## config.mk

```make
export PLATFORM = sky130hd
export DESIGN_NAME = vga_timing
export DESIGN_NICKNAME = d
export VERILOG_FILES = /design/src/rtl/vga_timing.sv
export SDC_FILE = /design/constraint.sdc
export NUM_CORES = 1
export LEC_CHECK = 0
export ABC_AREA = 1
export CORE_MARGIN = 2
export CORE_UTILIZATION = 30
export DETAILED_ROUTE_END_ITERATION = 10
export SYNTH_ARGS = -nofsm -noshare
export SYNTH_HDL_FRONTEND = slang
export SYNTH_SLANG_ARGS = --single-unit
```

## constraint.sdc

```tcl
create_clock -name clk -period 5.35 [get_ports clk]
set_input_delay 1.07 -clock clk [delete_from_list [all_inputs] [get_ports clk]]
set_output_delay 1.07 -clock clk [all_outputs]
set_load 0.005 [all_outputs]
```

## src/rtl/vga_timing.sv

```systemverilog
// vga_timing: free-running VGA raster timing generator (800x600 @ 60 Hz on a
// 40 MHz pixel clock with the default parameters).
//
// Ports:
//   clk     in   1      pixel clock, single clock domain
//   rst     in   1      synchronous, active-high reset
//   frame   out  16     frame counter (only with VGA_TIMING_FRAME_CNT_EN)
//   hcount  out  CNT_W  horizontal position, 0..H_TOTAL-1
//   vcount  out  CNT_W  vertical position, 0..V_TOTAL-1
//   hsync   out  1      horizontal sync, active-high
//   vsync   out  1      vertical sync, active-high
//   hblnk   out  1      horizontal blanking
//   vblnk   out  1      vertical blanking
//
// Optional feature: define VGA_TIMING_FRAME_CNT_EN to add the 16-bit frame
// counter output, which increments on the edge where (hcount, vcount) wraps
// to (0,0). Without the macro the port and its register are absent.
//
// All outputs are registered. Sync/blank are decoded from the next-count
// values so every output in a cycle describes the same coordinate.

module vga_timing #(
    parameter int unsigned H_ACTIVE = 800,
    parameter int unsigned H_FP     = 40,
    parameter int unsigned H_SYNC   = 128,
    parameter int unsigned H_BP     = 88,
    parameter int unsigned V_ACTIVE = 600,
    parameter int unsigned V_FP     = 1,
    parameter int unsigned V_SYNC   = 4,
    parameter int unsigned V_BP     = 23,
    parameter int unsigned CNT_W    = 11
) (
    input  logic             clk,
    input  logic             rst,
`ifdef VGA_TIMING_FRAME_CNT_EN
    output logic [15:0]      frame,
`endif
    output logic [CNT_W-1:0] hcount,
    output logic [CNT_W-1:0] vcount,
    output logic             hsync,
    output logic             vsync,
    output logic             hblnk,
    output logic             vblnk
);

    localparam int unsigned H_TOTAL = H_ACTIVE + H_FP + H_SYNC + H_BP;
    localparam int unsigned V_TOTAL = V_ACTIVE + V_FP + V_SYNC + V_BP;

    localparam logic [CNT_W-1:0] H_LAST     = CNT_W'(H_TOTAL - 1);
    localparam logic [CNT_W-1:0] V_LAST     = CNT_W'(V_TOTAL - 1);
    localparam logic [CNT_W-1:0] H_BLNK_BEG = CNT_W'(H_ACTIVE);
    localparam logic [CNT_W-1:0] H_SYNC_BEG = CNT_W'(H_ACTIVE + H_FP);
    localparam logic [CNT_W-1:0] H_SYNC_END = CNT_W'(H_ACTIVE + H_FP + H_SYNC);
    localparam logic [CNT_W-1:0] V_BLNK_BEG = CNT_W'(V_ACTIVE);
    localparam logic [CNT_W-1:0] V_SYNC_BEG = CNT_W'(V_ACTIVE + V_FP);
    localparam logic [CNT_W-1:0] V_SYNC_END = CNT_W'(V_ACTIVE + V_FP + V_SYNC);

    logic [CNT_W-1:0] hcount_q, hcount_d;
    logic [CNT_W-1:0] vcount_q, vcount_d;
    logic             hsync_q, hsync_d;
    logic             vsync_q, vsync_d;
    logic             hblnk_q, hblnk_d;
    logic             vblnk_q, vblnk_d;
    logic             h_wrap, v_wrap;

    // Next-count computation and decode of the next coordinate.
    always_comb begin
        h_wrap   = (hcount_q == H_LAST);
        v_wrap   = (vcount_q == V_LAST);
        hcount_d = h_wrap ? '0 : hcount_q + CNT_W'(1);
        vcount_d = vcount_q;
        if (h_wrap) begin
            vcount_d = v_wrap ? '0 : vcount_q + CNT_W'(1);
        end

        hblnk_d = (hcount_d >= H_BLNK_BEG);
        hsync_d = (hcount_d >= H_SYNC_BEG) && (hcount_d < H_SYNC_END);
        vblnk_d = (vcount_d >= V_BLNK_BEG);
        vsync_d = (vcount_d >= V_SYNC_BEG) && (vcount_d < V_SYNC_END);
    end

    always_ff @(posedge clk) begin
        if (rst) begin
            hcount_q <= '0;
            vcount_q <= '0;
            hsync_q  <= 1'b0;
            vsync_q  <= 1'b0;
            hblnk_q  <= 1'b0;
            vblnk_q  <= 1'b0;
        end else begin
            hcount_q <= hcount_d;
            vcount_q <= vcount_d;
            hsync_q  <= hsync_d;
            vsync_q  <= vsync_d;
            hblnk_q  <= hblnk_d;
            vblnk_q  <= vblnk_d;
        end
    end

`ifdef VGA_TIMING_FRAME_CNT_EN
    logic [15:0] frame_q, frame_d;

    // Advance on the same edge the raster returns to (0,0); wraps naturally.
    always_comb begin
        frame_d = frame_q;
        if (h_wrap && v_wrap) begin
            frame_d = frame_q + 16'd1;
        end
    end

    always_ff @(posedge clk) begin
        if (rst) begin
            frame_q <= '0;
        end else begin
            frame_q <= frame_d;
        end
    end

    assign frame = frame_q;
`endif

    assign hcount = hcount_q;
    assign vcount = vcount_q;
    assign hsync  = hsync_q;
    assign vsync  = vsync_q;
    assign hblnk  = hblnk_q;
    assign vblnk  = vblnk_q;

endmodule
```

==> results by group <==
STA
  • Slew of the pin with the lowest slew margin: about 0.93 ns
  • Fin Setup TNS: 0 ns
  • Final setup vio count: 0
  • Period utilisation layout: between 40% and 50%
  • Slew headroom: between 30% and 40%
  • Unrepaired setup endpoints after global routing: no
  • Clock Skews: approximately 0.0075 ns
  • Final Critical Period: ~2.4 ns
  • Slew Limit Fails: 0
  • Achievable frequency: about 410 MHz
  • Final Hold Fails: 0
  • Hold WS: around 0.5 ns

Route
  • Avg WL per Cell: between 10 and 15 um
  • Via count: around 1500
  • DRC: 0
  • Post-DRT Antenna Nets: 0
  • DRT Wirelength: approximately 3.5 mm
  • Detailed Routing Iterations Pass 1: 4
  • Iter 0 DRT Violations: 72
  • Vias/cell: 4.45

Synth
  • Post-synthesis cell area: ~1500 um2
  • Top-area cell type share of the netlist area: around a third
  • Post-synth EDFFs: 0
  • Post-synth cell types: 28
  • Asr flop ratio synth: 0%
  • Most common cell in the netlist: nand2_1
  • Main synth FF type: dfxtp_1
  • Ys Warns: 0
  • Most frequent cells after synthesis: nand2_1, nor2_1, inv_1
  • Register area share after synthesis: about 34%
  • Syn Area/Cell: around 6.3 um2
  • Yosys top cell by area: dfxtp_1
  • Synth area leaders: dfxtp_1, nand2_1, nor2_1
  • Synth Register Bits: 26
  • Instance count of the mapped netlist: 243
  • Syn Nets: roughly 250

CTS
  • Root buffer cell: clkbuf_8
  • Clock buffer count from CTS: 3
  • CTS tree: built
  • Post-CTS Resized: 0
  • Clk Latency, worst-skew pair: ~0.28 ns
  • Clock sink count: 26
  • CTS Buffer Depth: 2
  • CTS clock-pin slew for the worst setup and hold paths: 0.09 ns
  • Setup bufs post-CTS: 0
  • CTS Hold Buffers Added: 0
  • H-tree levels: 1

Cells and area
  • Multi-input gate area: 842 um2
  • Area occupied by registers: roughly 520 um2
  • Fraction of layout cells with a size suffix above 1: 5.60%
  • # nets final: 273
  • Antenna Diode Count: 0
  • Final cell count without fillers: about 340
  • Area grow syn2layout: 24.8%
  • FILL cells: between 500 and 600
  • Fin util: 38.3%

Die
  • Die area: 5710 um2
  • Row cnt: 26
  • Ports: 28
  • Initial core utilization: a little under a third
  • Die X: 75.6 um
  • Die height: around 76 um
  • Core ar.: 5010 um2

Setup path
  • Critical path type: flop to primary output
  • Worst path bufs/invs: 1
  • Worst EP required: 4.28 ns
  • Capture point of the worst reg-to-reg path: vsync
  • Flop2flop setup slack: about 3.0 ns
  • Peak per-stage delay on the critical path: approximately 0.56 ns
  • Worst EP arrival: 1.36 ns
  • Worst R2R Path Depth: 14
  • Critical Path Start Type: flop
  • Largest fanout on the critical path: 9
  • Worst path slowest cell: clkdlybuf4s50_1
  • Reg2Reg Launch Point: hcount[0]
  • Crit-path leading delay family: buffers and inverters
  • Worst-path cell chain: clkdlybuf4s50_1
  • Endpoint type of the worst setup path: primary output

Power
  • PD cells: between 150 and 200 nW/um2
  • Max VDD drop: 0.0000896 V
  • Lkg Pwr: approximately 0.75 nW
  • Pwr Total: around 370 uW

Run
  • Maxcap violations: 0

Outcome
  • Status: completed

Global routing
  • Largest net degree at the start of global routing: 27
  • Gr usage total: between 10% and 20%
  • Vias in the first global route: approximately 1300
  • Total grt overflow: 0
  • Initial antenna violation count: 0
  • First-pass GRT wire length: between 5 and 6 mm

Place
  • Placed Cells: 334
  • Number of buffers added on ports: 27
  • Placer Congestion: between 0.7 and 0.8
  • DPL Wire Length: between 2 and 3 mm

Worst hold path
  • Hold Crit Start: hcount[0]
  • Hold path depth: 1
  • Hold path endpoint: hcount[0]
  • Hold crit path type: flop to flop
==> metal layers <==
metal  GRT usage [%]  vias up  share of wire [%]
met4            3.31        0               0.77
met5               0        -                  0
met2            21.4       22                 46
met1            18.4      667                 50
met3            2.78        2                2.5
li1                -      812                  -
==> per-stage QoR <==
step                worst slack (ns)  area, um2
global placement                2.74       1850
detailed placement              2.74       1850
floorplan                       3.53       1540
global route                    2.64       1920
CTS                             2.91       1920
finish                          2.92       1920
==> state kept, by name (all words and copies together), names as in the netlist <==
signal  count
vblnk       1
hcount     11
hsync       1
hblnk       1
vsync       1
vcount     11
==> cell type report <==
type / instances / share of cell area [%]
Clock buffer: 3 / 2.15
Clock inverter: 1 / 1.56
Inverter: 34 / 6.65
Multi-Input combinational cell: 177 / 43.9
Sequential cell: 26 / 27.1
Tap cell: 70 / 4.56
Timing Repair Buffer: 27 / 14.1
==> cells in the final DEF, fill, tap and decap left out <==
cell | synthesis | final
nand2_1 | 63 | 63
nor2_1 | 45 | 45
inv_1 | 31 | 31
clkdlybuf4s50_1 | 0 | 27
dfxtp_1 | 26 | 26
nand3_1 | 21 | 21
nor3_1 | 8 | 8
nand4_1 | 8 | 8
a21oi_1 | 7 | 7
o21ai_0 | 4 | 4
clkbuf_8 | 0 | 3
inv_2 | 2 | 2
nor2_4 | 2 | 2
xor2_1 | 2 | 2
o21ai_1 | 2 | 2
o21bai_1 | 2 | 2
nand3b_1 | 2 | 2
and2_1 | 2 | 2
nand3_2 | 2 | 2
ha_1 | 2 | 2
nand3_4 | 1 | 1
nand2_2 | 1 | 1
nor2_2 | 1 | 1
a21oi_2 | 1 | 1
clkinv_1 | 1 | 1
nor3_2 | 1 | 1
bufinv_16 | 0 | 1
==> logic make-up after synthesis <==
family / share of synthesized area [%]
AOI/OAI and AO/OA: 5.78
adders and majority gates: 1.63
buffers and inverters: 11.4
and+or+nand+nor: 46.2
xor gates and xnor gates: 1.14
DFF: 33.8
==> power by group <==
group	total, mW	internal [mW]	switching [mW]
Clock	0.165	0.100	0.0647
Sequential	0.197	0.195	0.00183
Combinational	0.0117	0.00564	0.00608
==> worst max-delay path by stage <==
stage | start | endpoint | slack, ns | cells after the start
6_report | vcount[2] | vcount[2] | 2.92 | 1
5_1_grt | hcount[0] | vsync | 2.64 | 15
4_1_cts | vcount[2] | vcount[2] | 2.91 | 1
3_5_place_dp | rst | hsync | 2.74 | 6
3_3_place_gp | rst | hsync | 2.74 | 6
2_1_floorplan | hcount[0] | vsync | 3.53 | 14
Power figures use the tool's default switching activity.
